## src/rtl/melody_sequencer.sv

```systemverilog
// -----------------------------------------------------------------------------
// melody_sequencer
//
// Plays a fixed table of square-wave notes. Each note sounds for NOTE_TICKS
// cycles and is followed by GAP_TICKS cycles of silence. A free-running
// sample divider latches the current level every SAMPLE_DIV cycles and raises
// write_audio_out. The request is held until audio_out_allowed accepts it.
//
// Optional feature: define MELODY_LOOP_EN to make the table repeat while
// start is held. When it is undefined, the table plays once and then the
// block waits in DONE.
//
// Ports:
//   CLOCK_50          in   single clock
//   reset             in   synchronous, active-high
//   start             in   level; sampled in IDLE/DONE
//   stop              in   level; aborts playback (highest priority)
//   audio_out_allowed in   output FIFO has room; accepts a pending sample
//   write_audio_out   out  pending-sample write strobe
//   sample_out        out  32-bit signed sample (same for both channels)
//   busy              out  high in LOAD/PLAY/GAP
//   note_index        out  current table index
//   done              out  one-cycle pulse at the end of the table
// -----------------------------------------------------------------------------
module melody_sequencer #(
    parameter int NUM_NOTES  = 5,
    parameter int NOTE_TICKS = 50000000,
    parameter int GAP_TICKS  = 2500000,
    parameter int SAMPLE_DIV = 1042,
    parameter int AMPLITUDE  = 10000000,
    // Half-period of each table entry in cycles; 0 is a rest.
    parameter int HALF0      = 95420,
    parameter int HALF1      = 42589,
    parameter int HALF2      = 37936,
    parameter int HALF3      = 42589,
    parameter int HALF4      = 47801,
    parameter int HALF5      = 0,
    parameter int HALF6      = 0,
    parameter int HALF7      = 0
) (
    input  logic               CLOCK_50,
    input  logic               reset,
    input  logic               start,
    input  logic               stop,
    input  logic               audio_out_allowed,
    output logic               write_audio_out,
    output logic signed [31:0] sample_out,
    output logic               busy,
    output logic [2:0]         note_index,
    output logic               done
);

    typedef enum logic [2:0] {
        S_IDLE,
        S_LOAD,
        S_PLAY,
        S_GAP,
        S_DONE
    } state_t;

    localparam logic [25:0]        NOTE_LAST = 26'(NOTE_TICKS - 1);
    localparam logic [25:0]        GAP_LAST  = 26'(GAP_TICKS - 1);
    localparam logic [10:0]        SAMP_LAST = 11'(SAMPLE_DIV - 1);
    localparam logic [2:0]         LAST_IDX  = 3'(NUM_NOTES - 1);
    localparam logic signed [31:0] AMP_POS   = 32'(AMPLITUDE);

    state_t             state;
    state_t             state_next;
    logic [25:0]        dur_cnt;
    logic [20:0]        half_cnt;
    logic [20:0]        half_period;
    logic [10:0]        samp_cnt;
    logic               phase;
    logic signed [31:0] level;
    logic               dur_term_play;
    logic               dur_term_gap;
    logic               last_note;
    logic               samp_wrap;

    function automatic logic [20:0] half_lookup(input logic [2:0] idx);
        case (idx)
            3'd0:    return 21'(HALF0);
            3'd1:    return 21'(HALF1);
            3'd2:    return 21'(HALF2);
            3'd3:    return 21'(HALF3);
            3'd4:    return 21'(HALF4);
            3'd5:    return 21'(HALF5);
            3'd6:    return 21'(HALF6);
            default: return 21'(HALF7);
        endcase
    endfunction

    // Square-wave level for the current half-cycle; rests are silent.
    function automatic logic signed [31:0] square_level(input logic ph,
                                                        input logic rest);
        if (rest)
            return 32'sd0;
        return ph ? -AMP_POS : AMP_POS;
    endfunction

    assign dur_term_play = (dur_cnt == NOTE_LAST);
    assign dur_term_gap  = (dur_cnt == GAP_LAST);
    assign last_note     = (note_index == LAST_IDX);
    assign samp_wrap     = busy && (samp_cnt == SAMP_LAST);

    // State register
    always_ff @(posedge CLOCK_50) begin
        if (reset)
            state <= S_IDLE;
        else
            state <= state_next;
    end

    // Next-state logic; stop overrides every other transition.
    always_comb begin
        state_next = state;
        if (stop) begin
            state_next = S_IDLE;
        end else begin
            case (state)
                S_IDLE: if (start) state_next = S_LOAD;
                S_LOAD: state_next = S_PLAY;
                S_PLAY: if (dur_term_play) state_next = S_GAP;
                S_GAP: begin
                    if (dur_term_gap) begin
                        if (last_note) begin
`ifdef MELODY_LOOP_EN
                            state_next = start ? S_LOAD : S_IDLE;
`else
                            state_next = S_DONE;
`endif
                        end else begin
                            state_next = S_LOAD;
                        end
                    end
                end
                S_DONE: if (!start) state_next = S_IDLE;
                default: state_next = S_IDLE;
            endcase
        end
    end

    // Moore outputs
    always_comb begin
        busy  = (state == S_LOAD) || (state == S_PLAY) || (state == S_GAP);
        level = 32'sd0;
        if (state == S_PLAY)
            level = square_level(phase, half_period == 21'd0);
    end

    // Sequencer counters and the sample handshake
    always_ff @(posedge CLOCK_50) begin
        if (reset) begin
            note_index      <= 3'd0;
            half_period     <= 21'd0;
            dur_cnt         <= 26'd0;
            half_cnt        <= 21'd0;
            phase           <= 1'b0;
            samp_cnt        <= 11'd0;
            write_audio_out <= 1'b0;
            sample_out      <= 32'sd0;
            done            <= 1'b0;
        end else if (stop) begin
            // Abort: drop any pending sample and rewind.
            note_index      <= 3'd0;
            dur_cnt         <= 26'd0;
            half_cnt        <= 21'd0;
            phase           <= 1'b0;
            samp_cnt        <= 11'd0;
            write_audio_out <= 1'b0;
            done            <= 1'b0;
        end else begin
            done <= 1'b0;

            case (state)
                S_IDLE: begin
                    if (start)
                        note_index <= 3'd0;
                end
                S_LOAD: begin
                    half_period <= half_lookup(note_index);
                    dur_cnt     <= 26'd0;
                    half_cnt    <= 21'd0;
                    phase       <= 1'b0;
                end
                S_PLAY: begin
                    dur_cnt <= dur_term_play ? 26'd0 : dur_cnt + 26'd1;
                    if (half_period != 21'd0) begin
                        if (half_cnt == 21'(half_period - 21'd1)) begin
                            half_cnt <= 21'd0;
                            phase    <= ~phase;
                        end else begin
                            half_cnt <= half_cnt + 21'd1;
                        end
                    end
                end
                S_GAP: begin
                    if (dur_term_gap) begin
                        dur_cnt <= 26'd0;
                        if (last_note) begin
                            done <= 1'b1;
`ifdef MELODY_LOOP_EN
                            note_index <= 3'd0;
`endif
                        end else begin
                            note_index <= note_index + 3'd1;
                        end
                    end else begin
                        dur_cnt <= dur_cnt + 26'd1;
                    end
                end
                default: ;
            endcase

            // The divider only runs while busy so the first write lands
            // exactly SAMPLE_DIV cycles after LOAD is entered.
            if (!busy)
                samp_cnt <= 11'd0;
            else if (samp_wrap)
                samp_cnt <= 11'd0;
            else
                samp_cnt <= samp_cnt + 11'd1;

            // A newer wrap overwrites an unaccepted sample; there is no queue.
            if (samp_wrap) begin
                sample_out      <= level;
                write_audio_out <= 1'b1;
            end else if (write_audio_out && audio_out_allowed) begin
                write_audio_out <= 1'b0;
            end
        end
    end

endmodule

```

## config.mk

```make
export PLATFORM = sky130hd
export DESIGN_NAME = melody_sequencer
export DESIGN_NICKNAME = d
export VERILOG_FILES = /design/src/rtl/melody_sequencer.sv
export SDC_FILE = /design/constraint.sdc
export NUM_CORES = 1
export LEC_CHECK = 0
export CORE_ASPECT_RATIO = 0.6
export CORE_MARGIN = 2
export CORE_UTILIZATION = 27
export CTS_BUF_LIST = sky130_fd_sc_hd__clkbuf_4 sky130_fd_sc_hd__clkbuf_8
export CTS_CLUSTER_DIAMETER = 50
export DETAILED_ROUTE_END_ITERATION = 7
export PLACE_DENSITY = 0.41
export SETUP_SLACK_MARGIN = 0.15
export SYNTH_ARGS = -nofsm -noshare
export SYNTH_HDL_FRONTEND = slang
export SYNTH_SLANG_ARGS = --single-unit
```

## constraint.sdc

```tcl
create_clock -name CLOCK_50 -period 5.35 [get_ports CLOCK_50]
set_clock_uncertainty 0.05 [all_clocks]
set_input_delay 1.07 -clock CLOCK_50 [delete_from_list [all_inputs] [get_ports CLOCK_50]]
set_output_delay 1.07 -clock CLOCK_50 [all_outputs]
set_load 0.005 [all_outputs]
```

==> flow_metrics.tcl, run 1 <==
set metrics [dict create \
    status "finished clean" \
    grt_pass1_vias 3699 \
    holdWs_ns 0.4349 \
    synth_seq_cells 81 \
    postSynthCellCount 569 \
    r2r_start "dur_cnt[0]" \
    root_buffer "clkbuf_8" \
    place_ws_ns 1.877 \
    ios 43 \
    cts_buffers 9 \
    worstMarginPinSlew_ns 1.178 \
    antenna_found_initial 0 \
    fin_tns_setup_ns 0 \
    ctsHoldBuffers 0 \
    grt_pass1_wl_um 20460 \
    dp.final_hpwl_um 9111 \
    start_util_pct 27.31 \
    finalWorstSetupSlack_ns 1.627 \
    synth_edf_count 0 \
    synth_area_leaders "dfxtp_1 33%, buf_4 4.6%, nor3_2 4.3%" \
    yosysTopAreaCellShare_pct 33.12 \
    synth.distinct_cells 72 \
    dp_cells 795 \
    r2r-end "dur_cnt[25]" \
    r2r_slack_ns 2.14 \
    rsz0062_at_grt "no" \
    syn_avg_cell_area_um2 8.604 \
    drt_wl_total_um 12590 \
    routed_via_density 5.033 \
    cts.sinks 81 \
    p_leak_nw 1.718 \
    overflow 0 \
    cts-resized-gates 0 \
    min_delay_path_depth 2 \
    yosys_warnings 0 \
    clk_latency_ns 0.37 \
    syn_area_um2 4896 \
    die_y_um 108.3 \
    die_width_um 177.8 \
    peakVddDrop_uv 93.20 \
    path_buf_inv 2 \
    worst_path_max_delay_cell "clkdlybuf4s50_1" \
    globalplace.congestion 0.8014 \
    grt_max_degree 28 \
    yosysSeqAreaShare_pct 33.12 \
    async_flop_share_pct 0 \
    rows 38 \
    antenna_cells 0 \
    dieArea_um2 19260 \
    cts_tree "yes" \
    ys.flop_type "dfxtp_1" \
    route.detailed.drc 0 \
    crit_fanout 22 \
    crit_type "reg2out" \
    post-route-period-util_pct 69.59 \
    cellPowerDensity_nw_per_um2 220.7 \
    end_kind "output pin" \
    min_period_ns 3.723 \
    syn_to_final_growth_pct 10.50 \
    yosysTopAreaCell "dfxtp_1" \
    dr.pass1.iters 5 \
    htreeDepth 3 \
    min_from "sample_out[7]" \
    core_area_um2 17920 \
    path_clk_slew_ns 0.09 \
    crit_path_max_incr_delay_ns 0.63 \
    vias 4082 \
    hold_end "sample_out[7]" \
    worstRegToRegCells 7 \
    max_slew_margin_pct 21.29 \
    drv_slew 0 \
    cp.required_ns 4.23 \
    drtIter0Drc 278 \
    crit_chain "nor2_1 > or2_2 > inv_1 > clkdlybuf4s50_1" \
    path_delay_family "buffers and inverters" \
    arrival_ns 2.60 \
    start_kind "register" \
    clock_path_buffers 2 \
    fmax_ghz 0.2686 \
    cts_setup_buffers 0 \
    grt_usage_pct 13.73 \
    avgRoutedWirePerCell_um 15.52 \
    hold_viol 0 \
    layout-drive-gt1-share_pct 11.21 \
    detail-route-antenna-nets 0 \
    portBuffers 35 \
    fin_cells 811 \
    setup_violations 0 \
    max_cap_viol_count 0 \
    hp-class "reg2reg" \
    nets 583 \
]
==> cell families (layout without fill, tap and decap cells) <==
group,count (synthesis),after routing,synth area share (%)
AO/OA/AOI/OAI,94,94,13.70
AND/OR/NAND/NOR,258,258,32.02
multiplexers,5,5,1.022
XOR/XNOR,45,45,8.050
other,1,7,0.07659
adder cells (fa/ha/maj),12,12,3.067
buffers and inverters,73,69,8.945
flip-flops,81,81,33.12
==> area by class of cell <==
cell class,instances,area (um2)
repair buffers,37,365.4
fillers,1867,12510
clock buffers,10,137.6
multi-input cells,421,2859
flip-flops and latches,81,1622
inverters,16,60.06
well taps,240,300.3
clock inverters,6,66.31
==> layer usage <==
layer / global-route usage, % / up-vias / share of wire [%] / wire length (um)
li1: - / 2028 / - / -
met1: 21.54 / 1951 / 58 / 7280
met2: 17.39 / 101 / 37 / 4704
met3: 3.973 / 2 / 4.4 / 556
met4: 3.923 / 0 / 0.37 / 46
met5: 0 / - / 0 / 0
==> how the worst max path moves through the flow <==
stage / from / to / cells after the start
CTS: state[0] / busy / 4
global placement: reset / half_cnt[0] / 5
global route: state[0] / busy / 4
finish: state[0] / busy / 4
floorplan: state[0] / busy / 6
detailed placement: reset / half_cnt[0] / 5
==> report_power, final <==
group / internal, mW / total [mW] / switching (mW) / leakage (nW)
Combinational: 0.0397 / 0.107 / 0.0669 / 0.970
Clock: 0.229 / 0.473 / 0.244 / 0.0949
Sequential: 0.606 / 0.615 / 0.00838 / 0.653
==> cell usage after synthesis (3+ instances only) <==
| cell | number |
|---|---|
| and3_1 | 14 |
| buf_6 | 5 |
| nor3_2 | 21 |
| buf_2 | 6 |
| nor3b_1 | 5 |
| a311oi_1 | 10 |
| nand2_1 | 39 |
| a21o_1 | 3 |
| clkbuf_1 | 14 |
| dfxtp_1 | 81 |
| or2_2 | 4 |
| buf_4 | 30 |
| nor2_1 | 52 |
| nor2b_1 | 3 |
| o211ai_1 | 3 |
| nand3_1 | 28 |
| nor3_1 | 15 |
| mux2i_1 | 5 |
| or3_1 | 9 |
| a211oi_1 | 11 |
| o221a_2 | 3 |
| ha_1 | 12 |
| nor4b_1 | 7 |
| nand4_1 | 15 |
| o21ai_0 | 13 |
| xor2_1 | 23 |
| nor4_1 | 6 |
| a31oi_1 | 4 |
| and2_1 | 8 |
| a41oi_1 | 4 |
| xnor2_1 | 22 |
| inv_1 | 16 |
| and4_1 | 7 |
| a21oi_1 | 23 |
| nor4_4 | 4 |
==> state kept, by name (all words and copies together) (netlist names) <==
name,flops
dur_cnt,26
write_audio_out,1
note_index,3
state,3
done,1
sample_out,3
half_period,11
samp_cnt,11
phase,1
half_cnt,21
==> per-stage QoR <==
stage | instance area (um2) | utilization, % | power, mW
global route | 5410 | 30.18 | 1.258
global placement | 5206 | 29.05 | 0.7326
detailed placement | 5206 | 29.05 | 0.7341
CTS | 5410 | 30.18 | 1.218
finish | 5410 | 30.18 | 1.194
floorplan | 4918 | - | 0.7123
==> tightest hold or removal path, stage by stage (launching register included) <==
cell and delay [ns]:
dfxtp_1 0.33, nand2_1 0.06, a21oi_1 0.05
==> layout by cell type (no fill, tap or decap), types with 3 or more instances in the layout <==
master           netlist  routed
dfxtp_1               81      81
nor2_1                52      52
nand2_1               39      39
clkdlybuf4s50_1        0      35
nand3_1               28      28
a21oi_1               23      23
xor2_1                23      23
xnor2_1               22      22
nor3_2                21      21
inv_1                 16      16
nor3_1                15      15
nand4_1               15      15
and3_1                14      14
o21ai_0               13      13
ha_1                  12      12
a211oi_1              11      11
a311oi_1              10      10
clkbuf_8               0      10
or3_1                  9       9
and2_1                 8       8
nor4b_1                7       7
and4_1                 7       7
conb_1                 1       7
nor4_1                 6       6
nor3b_1                5       5
mux2i_1                5       5
or2_2                  4       4
nor4_4                 4       4
a41oi_1                4       4
a31oi_1                4       4
nor2b_1                3       3
a21o_1                 3       3
o211ai_1               3       3
o221a_2                3       3
clkinvlp_4             0       3
Note: power is estimated with default switching activity, not from simulation.
==> run 2: changes to the inputs <==
- PLACE_DENSITY: 0.41 -> 0.43
- clock period: 5.35 -> 3.14 ns (I/O delays scaled with it)
==> run 2 against run 1 <==
Compared with the run above:
- design area up 1.1%
- clock power up 64%
- count of clock-buffer cells in the layout unchanged
- critical path depth is the same
- sequential power is 71% higher
- critical endpoint unchanged
==> flow_metrics.tcl, run 2 (same netlist as run 1, synthesis figures left out) <==
set metrics [dict create \
    status "finished clean" \
    grt_pass1_wl_um 20270 \
    cts-resized-gates 0 \
    cts_tree "yes" \
    cts_buffers 9 \
    setup_violations 0 \
    crit_path_max_incr_delay_ns 0.53 \
    crit_fanout 11 \
    cts.sinks 81 \
    cts_setup_buffers 0 \
    multi_input_comb_area_um2 2859 \
    worstMarginPinSlew_ns 0.6463 \
    antenna_found_initial 0 \
    fin_util_pct 30.51 \
    regArea_um2 1622 \
    drv_slew 0 \
    ctsHoldBuffers 0 \
    finalWorstSetupSlack_ns 0.4892 \
    max_cap_viol_count 0 \
    vias 4073 \
    grt_max_degree 28 \
    ios 43 \
    die_y_um 108.3 \
    detail-route-antenna-nets 0 \
    nets 591 \
    grt_pass1_vias 3759 \
    route.detailed.drc 0 \
    switching_share_pct 26.46 \
    htreeDepth 3 \
    power.internal_mw 1.478 \
    arrival_ns 1.97 \
    antenna_cells 0 \
    syn_to_final_growth_pct 11.70 \
    clock_path_buffers 2 \
    dp_cells 803 \
    place_ws_ns 0.5718 \
    portBuffers 35 \
    globalplace.congestion 0.7956 \
    crit_type "reg2out" \
    fin_cells 819 \
    die_width_um 177.8 \
    p_leak_nw 1.770 \
    final_cell_mix "81 x dfxtp_1, 52 x nor2_1, 39 x nand2_1" \
    path_buf_inv 2 \
    final_area_um2 5469 \
    routed_via_density 4.973 \
    fillerInstances 1912 \
    dieArea_um2 19260 \
    rows 38 \
    cp.required_ns 2.46 \
    overflow 0 \
    path_delay_family "buffers and inverters" \
    regMostFlops "dur_cnt" \
    seqPwrFrac_pct 52.1 \
    max_slew_margin_pct 56.68 \
    largest_register_ff_count 26 \
    drtIter0Drc 293 \
    min_period_ns 2.651 \
    fin_tns_setup_ns 0 \
    path_clk_slew_ns 0.08 \
    cellPowerDensity_nw_per_um2 367.4 \
    total_power_mw 2.009 \
    root_buffer "clkbuf_8" \
    reg_top3 "dur_cnt (26), half_cnt (21)" \
    core_area_um2 17920 \
    grt_usage_pct 13.55 \
    avgRoutedWirePerCell_um 15.30 \
    end_kind "output pin" \
    switchingPower_mw 0.5316 \
    drt_wl_total_um 12530 \
    dr.pass1.iters 4 \
    peakVddDrop_uv 157.9 \
    hp-class "reg2reg" \
    clk_latency_ns 0.38 \
    power_frac_comb_pct 9.2 \
    rsz0062_at_grt "no" \
    hold_viol 0 \
    start_kind "register" \
    start_util_pct 27.31 \
    holdWs_ns 0.4151 \
    p_clk_share_pct 38.7 \
    crit_chain "nor2_1 > or2_2 > inv_1 > clkdlybuf4s50_1" \
    fmax_ghz 0.3772 \
    dp.final_hpwl_um 9133 \
    worst_path_max_delay_cell "dfxtp_1" \
    layout-drive-gt1-share_pct 12.44 \
    post-route-period-util_pct 84.42 \
    placed_cell_area_um2 5279 \
    final_common_cell "dfxtp_1" \
]
## run 2: cell types whose count changed in the layout (fill, tap and decap cells not counted)
cell | previous run | this run
inv_6 | 1 | 0
clkbuf_4 | 0 | 1
clkinv_2 | 1 | 4
clkinvlp_4 | 3 | 0
clkbuf_8 | 10 | 9
buf_12 | 0 | 1
clkinv_4 | 0 | 1
buf_4 | 2 | 9
## run 2: power groups by stage
stage | Clock, mW | Combinational [mW] | Sequential (mW)
4_1_cts | 0.815 | 0.186 | 1.05
6_report | 0.778 | 0.185 | 1.05
2_1_floorplan | 0 | 0.151 | 1.06
3_5_place_dp | 0 | 0.185 | 1.07
5_1_grt | 0.858 | 0.206 | 1.05
3_3_place_gp | 0 | 0.185 | 1.07
## run 2: final cells by class
| class | count | share of cell area (%) |
|---|---|---|
| clock buffer | 10 | 2.402 |
| clock inverter | 6 | 1.075 |
| inverter | 16 | 1.098 |
| multi-input combinational | 421 | 52.28 |
| sequential | 81 | 29.65 |
| tap | 240 | 5.491 |
| timing repair buffer | 45 | 8.007 |
## run 2: path summary, 6_finish.rpt
path / to / slack (ns) / startpoint / cells after the start
max: busy / 0.49 / state[0] / 4
min reg2reg: sample_out[7] / 0.42 / sample_out[7] / 2
min: sample_out[7] / 0.42 / sample_out[7] / 2
max reg2reg: dur_cnt[8] / 0.54 / dur_cnt[0] / 7
## run 2: metal layers
| metal | up-vias | share of wire [%] | global-route usage, % |
|---|---|---|---|
| met4 | 0 | 0.78 | 4.040 |
| met3 | 8 | 4.7 | 3.235 |
| met1 | 1930 | 57 | 20.91 |
| met2 | 91 | 38 | 18.05 |
| li1 | 2044 | - | - |
| met5 | - | 0 | 0 |
## run 2: worst reg2reg max path, delay by kind of cell, from the launching register on
family                     cells  cell delay (ns)
AOI/OAI and AO/OA              2             0.56
adders and majority gates      1             0.25
and+or+nand+nor                4             1.31
DFF                            1             0.36
==> run 3: changes to the inputs <==
- PLACE_DENSITY: 0.43 -> 0.41
- clock period: 3.14 -> 2.8 ns (I/O delays scaled with it)
==> run 3 against run 2 <==
Compared with the run above:
- flip-flop and latch count stayed put
- core utilization increased by 1.2 points
- design area rose by 4.0%
- first-iteration DRC count is 27% higher
- combinational power is 28% higher
- largest power group unchanged
==> flow_metrics.tcl, run 3 (same netlist as run 1, synthesis figures left out) <==
set metrics [dict create \
    final_area_um2 5690 \
    routed_via_density 4.946 \
    drt_wl_total_um 12810 \
    max_slew_margin_pct 61.09 \
    fin_cells 835 \
    ctsHoldBuffers 0 \
    fin_tns_setup_ns 0 \
    antenna_found_initial 0 \
    seqPwrFrac_pct 48.7 \
    fin_util_pct 31.75 \
    status "finished clean" \
    globalplace.congestion 0.7756 \
    dr.pass1.iters 5 \
    cts_tree "yes" \
    power_frac_comb_pct 9.8 \
    ios 43 \
    grt_usage_pct 13.95 \
    final_common_cell "dfxtp_1" \
    final_cell_mix "80 x dfxtp_1, 52 x nor2_1, 39 x nand2_1" \
    portBuffers 35 \
    crit_fanout 9 \
    path_buf_inv 1 \
    cellPowerDensity_nw_per_um2 423.7 \
    peakVddDrop_uv 208.0 \
    vias 4130 \
    path_clk_slew_ns 0.08 \
    root_buffer "clkbuf_8" \
    holdWs_ns 0.4335 \
    crit_path_max_incr_delay_ns 0.55 \
    arrival_ns 2.79 \
    switchingPower_mw 0.6045 \
    die_width_um 177.8 \
    syn_to_final_growth_pct 16.23 \
    drv_slew 0 \
    min_period_ns 2.575 \
    hold_viol 0 \
    regMostFlops "dur_cnt" \
    setup_violations 0 \
    die_y_um 108.3 \
    cp.required_ns 3.02 \
    p_leak_nw 1.889 \
    path_delay_family "simple AND/OR/NAND/NOR gates" \
    largest_register_ff_count 26 \
    dp.final_hpwl_um 9257 \
    dieArea_um2 19260 \
    rsz0062_at_grt "yes" \
    core_area_um2 17920 \
    dp_cells 811 \
    switching_share_pct 25.07 \
    post-route-period-util_pct 91.98 \
    end_kind "register" \
    finalWorstSetupSlack_ns 0.2246 \
    clock_path_buffers 2 \
    hp-class "reg2reg" \
    layout-drive-gt1-share_pct 15.29 \
    reg_top3 "dur_cnt (26), half_cnt (21)" \
    grt_pass1_vias 3728 \
    drtIter0Drc 372 \
    cts.sinks 81 \
    clk_latency_ns 0.37 \
    avgRoutedWirePerCell_um 15.34 \
    start_kind "register" \
    detail-route-antenna-nets 0 \
    antenna_cells 0 \
    total_power_mw 2.411 \
    p_clk_share_pct 41.5 \
    grt_pass1_wl_um 20890 \
    placed_cell_area_um2 5339 \
    max_cap_viol_count 0 \
    worst_path_max_delay_cell "or4b_4" \
    nets 607 \
    start_util_pct 27.31 \
    htreeDepth 3 \
    rows 38 \
    crit_type "reg2reg" \
    overflow 0 \
    route.detailed.drc 0 \
    power.internal_mw 1.806 \
    crit_chain "or4b_4 > nor3_1 > and4b_1 > nor2_4 > buf_4 > and4_1 > o221a_2" \
    worstMarginPinSlew_ns 0.5815 \
    cts_buffers 9 \
    grt_max_degree 26 \
    place_ws_ns 0.01409 \
    fmax_ghz 0.3883 \
]
[run 3: cell type report]
cell class | count | area (um2)
well taps | 240 | 300.3
clock inverters | 4 | 76.32
repair buffers | 61 | 588.1
clock buffers | 12 | 152.6
fillers | 1846 | 12230
inverters | 16 | 60.06
multi-input cells | 421 | 2890
flip-flops and latches | 81 | 1623
[run 3: what timing repair did]
item,in CTS,in global routing
setup buffers,0,7
pin swaps,0,6
endpoints found under the hold margin,0,0
endpoints found under the setup margin,29,32
gates resized for setup,2,5
gates cloned,0,1
[run 3: worst paths after layout]
kind / slack, ns / to / from / depth (start not counted)
hold reg to reg: 0.43 / sample_out[7] / sample_out[7] / 2
setup reg to reg: 0.22 / dur_cnt[10] / dur_cnt[16] / 7
setup / recovery: 0.22 / dur_cnt[10] / dur_cnt[16] / 7
hold / removal: 0.43 / sample_out[7] / sample_out[7] / 2
[run 3: routing by layer]
metal  vias to the layer above  part of all wire, %  global-route usage [%]
met5                         -                    0                       0
met4                         0                  1.1                   3.747
met3                         9                  3.9                   3.129
met2                        82                   37                   17.69
met1                      1968                   58                   22.50
li1                       2071                    -                       -
[run 3: tightest hold or removal path, delay by kind of cell, from the launching register on]
kind | cells | cell delay [ns]
AO/OA/AOI/OAI | 1 | 0.06
flip-flops | 1 | 0.33
AND/OR/NAND/NOR | 1 | 0.06
[run 3: power groups by stage]
stage / registers, mW / clock network (mW) / logic (mW)
global route: 1.18 / 1.09 / 0.259
detailed placement: 1.20 / 0 / 0.212
global placement: 1.20 / 0 / 0.212
floorplan: 1.19 / 0 / 0.170
finish: 1.17 / 1.00 / 0.237
CTS: 1.17 / 1.05 / 0.214
